[config.mk]
export PLATFORM = sky130hd
export DESIGN_NAME = ysyx_24100029_hs_fifo
export DESIGN_NICKNAME = d
export VERILOG_FILES = /design/src/rtl/ysyx_24100029_hs_fifo.sv
export SDC_FILE = /design/constraint.sdc
export NUM_CORES = 1
export LEC_CHECK = 0
export CORE_ASPECT_RATIO = 1.5
export CORE_MARGIN = 8
export CORE_UTILIZATION = 43
export DETAILED_ROUTE_END_ITERATION = 10
export HOLD_SLACK_MARGIN = 0.06
export PLACE_DENSITY = 0.7
export SLEW_MARGIN = 10
export SYNTH_ARGS = -nofsm -noshare
export SYNTH_HDL_FRONTEND = slang
export SYNTH_SLANG_ARGS = --single-unit
[constraint.sdc]
create_clock -name clk -period 2.4 [get_ports clk]
set_input_delay 0.6 -clock clk [delete_from_list [all_inputs] [get_ports clk]]
set_output_delay 0.6 -clock clk [all_outputs]
set_load 0.005 [all_outputs]
[src/rtl/ysyx_24100029_hs_fifo.sv]
// Synchronous valid/ready FIFO with occupancy, almost-full/empty flags and flush.
// OUT_REG=1 adds a head register (counted in level) fed from the array or bypassed from in_data.
module ysyx_24100029_hs_fifo #(
  parameter int DATA_WIDTH = 32,
  parameter int FIFO_DEPTH = 4,
  parameter int AFULL_TH   = FIFO_DEPTH - 1,
  parameter int AEMPTY_TH  = 1,
  parameter int OUT_REG    = 0
) (
  input  logic                                       clk,
  input  logic                                       rst,
  input  logic                                       clr,
  input  logic                                       in_valid,
  output logic                                       in_ready,
  input  logic [DATA_WIDTH-1:0]                      in_data,
  output logic                                       out_valid,
  input  logic                                       out_ready,
  output logic [DATA_WIDTH-1:0]                      out_data,
  output logic [$clog2(FIFO_DEPTH+OUT_REG+1)-1:0]    level,
  output logic                                       almost_full,
  output logic                                       almost_empty
);

  localparam int CAP = FIFO_DEPTH + OUT_REG;
  localparam int LW  = $clog2(CAP + 1);
  localparam int PW  = $clog2(FIFO_DEPTH);
  localparam logic [LW-1:0] CAP_L    = LW'(CAP);
  localparam logic [LW-1:0] AFULL_L  = LW'(AFULL_TH);
  localparam logic [LW-1:0] AEMPTY_L = LW'(AEMPTY_TH);

  if ((FIFO_DEPTH < 2) || ((FIFO_DEPTH & (FIFO_DEPTH - 1)) != 0)) begin : g_bad_depth
    $error("FIFO_DEPTH must be a power of 2 and >= 2");
  end
  if (AFULL_TH > CAP) begin : g_bad_afull
    $error("AFULL_TH must not exceed capacity");
  end
  if (AEMPTY_TH >= CAP) begin : g_bad_aempty
    $error("AEMPTY_TH must be below capacity");
  end

  logic [DATA_WIDTH-1:0] mem_q [FIFO_DEPTH];
  logic [PW-1:0]         wr_ptr_q, wr_ptr_d;
  logic [PW-1:0]         rd_ptr_q, rd_ptr_d;
  logic [LW-1:0]         level_q, level_d;
  logic                  push, pop;
  logic                  arr_wr, arr_rd;

  // in_ready comes from registered state only, so a full FIFO never accepts on a same-cycle pop.
  assign in_ready     = (level_q != CAP_L);
  assign push         = in_valid & in_ready;
  assign pop          = out_valid & out_ready;
  assign level        = level_q;
  assign almost_full  = (level_q >= AFULL_L);
  assign almost_empty = (level_q <= AEMPTY_L);

  always_comb begin
    level_d  = level_q;
    wr_ptr_d = wr_ptr_q;
    rd_ptr_d = rd_ptr_q;
    if (clr) begin
      level_d  = '0;
      wr_ptr_d = '0;
      rd_ptr_d = '0;
    end else begin
      if (push && !pop) level_d = level_q + LW'(1);
      else if (pop && !push) level_d = level_q - LW'(1);
      if (arr_wr) wr_ptr_d = wr_ptr_q + PW'(1);
      if (arr_rd) rd_ptr_d = rd_ptr_q + PW'(1);
    end
  end

  always_ff @(posedge clk) begin
    if (rst) begin
      level_q  <= '0;
      wr_ptr_q <= '0;
      rd_ptr_q <= '0;
    end else begin
      level_q  <= level_d;
      wr_ptr_q <= wr_ptr_d;
      rd_ptr_q <= rd_ptr_d;
    end
  end

  // Storage is never cleared; the pointers alone define what is valid.
  always_ff @(posedge clk) begin
    if (arr_wr && !clr && !rst) mem_q[wr_ptr_q] <= in_data;
  end

  if (OUT_REG == 0) begin : g_comb_out
    assign arr_wr    = push;
    assign arr_rd    = pop;
    assign out_valid = (level_q != '0);
    assign out_data  = mem_q[rd_ptr_q];
  end else begin : g_reg_out
    logic                  ovld_q, ovld_d;
    logic [DATA_WIDTH-1:0] odat_q, odat_d;
    logic                  arr_empty, load;

    // The head register is empty only when the array is empty as well.
    assign arr_empty = (level_q == LW'(ovld_q));
    assign load      = !ovld_q || out_ready;
    assign arr_rd    = load && !arr_empty;
    assign arr_wr    = push && !(load && arr_empty);
    assign out_valid = ovld_q;
    assign out_data  = odat_q;

    always_comb begin
      ovld_d = ovld_q;
      odat_d = odat_q;
      if (clr) begin
        ovld_d = 1'b0;
      end else if (load) begin
        if (!arr_empty) begin
          ovld_d = 1'b1;
          odat_d = mem_q[rd_ptr_q];
        end else begin
          ovld_d = push;
          if (push) odat_d = in_data;
        end
      end
    end

    always_ff @(posedge clk) begin
      if (rst) ovld_q <= 1'b0;
      else     ovld_q <= ovld_d;
    end

    always_ff @(posedge clk) begin
      odat_q <= odat_d;
    end
  end

endmodule

==> impl_metrics.yaml <==
run_status:
  status: "finished, final reports clean"
timing:
  maxClockFrequency_mhz: 422
  period_minus_slack_ns: 2.37
  slew_headroom_pct: 77.8
  final-hold-violation-count: 0
  timing.final.crit_share_pct: 98.7
  final.setup_skew_ns: 0.00818
  unrepaired_setup_endpoints_after_global_routing: "true"
  least_margin_pin_slew_ns: 0.333
  maxSlewViolCount: 0
  setup_ws_ns: 0.0308
  setup_viol: 0
layout:
  share_of_final_layout_standard_cells_stronger_than_drive_strength_1_pct: 32.4
  area_growth_syn_to_layout_pct: 33.0
  final_cell_count_no_fill: 505
  finish.net_count: 386
  final_cell_mix: "edfxtp_1, clkdlybuf4s50_1, mux4_2"
  postLayoutCoreUtil_pct: 58.0
  commonest_non_fill_non_tap_cell_in_the_layout: "edfxtp_1"
  n_antenna_cell: 0
flow_run:
  timing.max_cap.violations: 0
synth:
  cell_type_with_the_highest_aggregate_area_in_the_netlist: "edfxtp_1"
  ys_warn_count: 0
  yosys_register_bits: 137
  synth_cells: 231
  synth_area_per_cell_um2: 22.3
  syn_area_um2: 5160
  netlist.area_leader.share_pct: 74.5
  postSynthNetCount: 278
  library_cells_used_by_synthesis: 25
  synth_top_cells_by_area: "edfxtp_1, mux4_2, dfxtp_1"
  synth.yosys.seq_area_share_pct: 78.0
placed_design:
  dp_worst_setup_slack_ns: 0.0589
  io_buffer_count: 75
  gp_congestion: 0.720
  detailed_place_hpwl_um: 6330
  dpl.cell_count: 466
floorplanning:
  floorplan.rows: 49
  core-area_um2: 11800
  die_height_um: 150
  die_area_um2: 15800
  boundaryPins: 76
  initial_utilization_pct: 43.6
  die-width_um: 105
setup_path:
  timing.critical_path.mode_cell: "buf_6"
  timing.reg2reg.worst_path_depth: 9
  critical-path-slowest-cell: "mux4_2"
  critical_path.max_stage_delay_ns: 0.54
  timing.critical_path.required_ns: 1.80
  cp-start-kind: "flop"
  timing.rr.start: "level[0]"
  rrSetupSlack_ns: 0.49
  criticalPathCategory: "flop to output pin"
  critical_path.cell_chain: "buf_6 > buf_6 > mux4_2 > buf_2"
  critical_path.endpoint_type: "output pin"
  worst_r2r_end: "level[2]"
  critical_path_arrival_ns: 1.77
  worstPathMaxFanout: 8
cts:
  numClockSinks: 137
  cts_tree: "yes"
  number_of_clock_buffers_inserted_by_tritoncts: 17
  cts_hold_repair.buffers: 0
  clk_path_buf_depth: 2
  clkLatencyLatePin_ns: 0.41
  cts_root_buf: "clkbuf_16"
  cts_clk_pin_slew_worst_paths_ns: 0.06
  h-tree-depth: 4
grt:
  first_global_vias: 2855
  pin_count_of_the_biggest_net_entering_global_routing: 33
  globalRouteTotalUtil_pct: 13.9
  final_global_route_overflow_total: 0
  grt_first_pass_wirelength_um: 16000
  grt_antenna_before_repair: 0
drt:
  number_of_detailed_route_iterations_in_the_first_pass: 4
  dr.first_iter.drc_count: 122
  drc: 0
  routed-via-count: 2574
  route.detailed.vias_per_inst: 5.10
  wirelength_um: 10200
  routed_wire_length_per_instance_um: 20.3
  antenna_violating_nets_post_route: 0
power:
  p_leak_nw: 2.30
  power.density_cell_area_nw_per_um2: 829
  peakVddDrop_v: 0.000627
  p_total_mw: 5.69
worst_hold_path:
  holdCritStartpoint: "rd_ptr_q[1]"
  holdCritPathClass: "flop to flop"
  worst_hold_path.num_cells: 2
[sequential cells by signal, summed over array words and instances (netlist names), named ones only]
name	count
rd_ptr_q	2
mem_q	128
wr_ptr_q	2
level	3
[cell usage after synthesis, drive strengths merged]
master / count
nor2b: 1
nor3b: 2
mux4: 32
a21oi: 5
ha: 10
buf: 7
or2: 1
xnor2: 2
inv: 8
or4: 1
o31ai: 1
and2: 4
a21boi: 1
nor4b: 1
mux2i: 2
dfxtp: 9
nand3: 1
edfxtp: 128
o21ai: 3
xor2: 1
clkbuf: 1
nand2: 2
nor2: 8
[where the power goes]
part / internal [mW] / total (mW) / switching [mW]
Combinational: 0.213 / 0.372 / 0.159
Clock: 1.73 / 2.65 / 0.920
Sequential: 2.65 / 2.66 / 0.0166
[cell type report]
cell class                 count  area [um^2]
fill                         859         4970
clock buffer                  20          437
clock inverter                12          174
sequential                   137         4030
multi-input combinational     78         1070
tap                          153          191
inverter                       8         30.0
timing repair buffer          97          923
[metal layers]
metal | routed length (um) | global-route usage, %
met1 | 4050 | 15.0
met2 | 5420 | 23.5
met3 | 508 | 4.67
met4 | 259 | 7.67
met5 | 0 | 0
[cells by family after synthesis]
| logic type | count (synthesis) | synth area share [%] |
|---|---|---|
| AO/OA/AOI/OAI | 10 | 1.14 |
| multiplexers | 34 | 14.4 |
| buffers and inverters | 16 | 1.41 |
| AND/OR/NAND/NOR | 21 | 2.16 |
| XOR/XNOR | 3 | 0.509 |
| flip-flops | 137 | 78.0 |
| adder cells (fa/ha/maj) | 10 | 2.43 |
[worst max-delay path by stage]
stage              from      endpoint  slack [ns]
2_1_floorplan  level[0]   mem_q[0][0]        0.27
3_3_place_gp   in_valid  mem_q[0][31]        0.09
3_5_place_dp   in_valid  mem_q[0][30]        0.06
4_1_cts            flop  out_data[27]       -0.09
5_1_grt            flop  out_data[18]       -0.03
6_report           flop  out_data[18]        0.03
[through the flow]
stage	hold WS (ns)	instance area (um^2)	setup TNS, ns
after floorplan	0.453	5160	0
after global placement	0.460	6270	0
after detailed placement	0.490	6270	0
after CTS	0.502	6930	-0.377
after global routing	0.510	6860	-0.200
final	0.500	6860	0
[critical path: cells and delay by family, from the launching register on]
family / cells / cell delay [ns]
flip-flops: 1 / 0.37
buffers and inverters: 3 / 0.44
multiplexers: 1 / 0.54
[timing repair]
action                     in CTS  in global routing
setup endpoints to repair      34                 24
gates cloned                    2                  0
setup buffers                   9                  1
resized for setup             107                 10
Note: power is estimated with default switching activity, not from simulation.
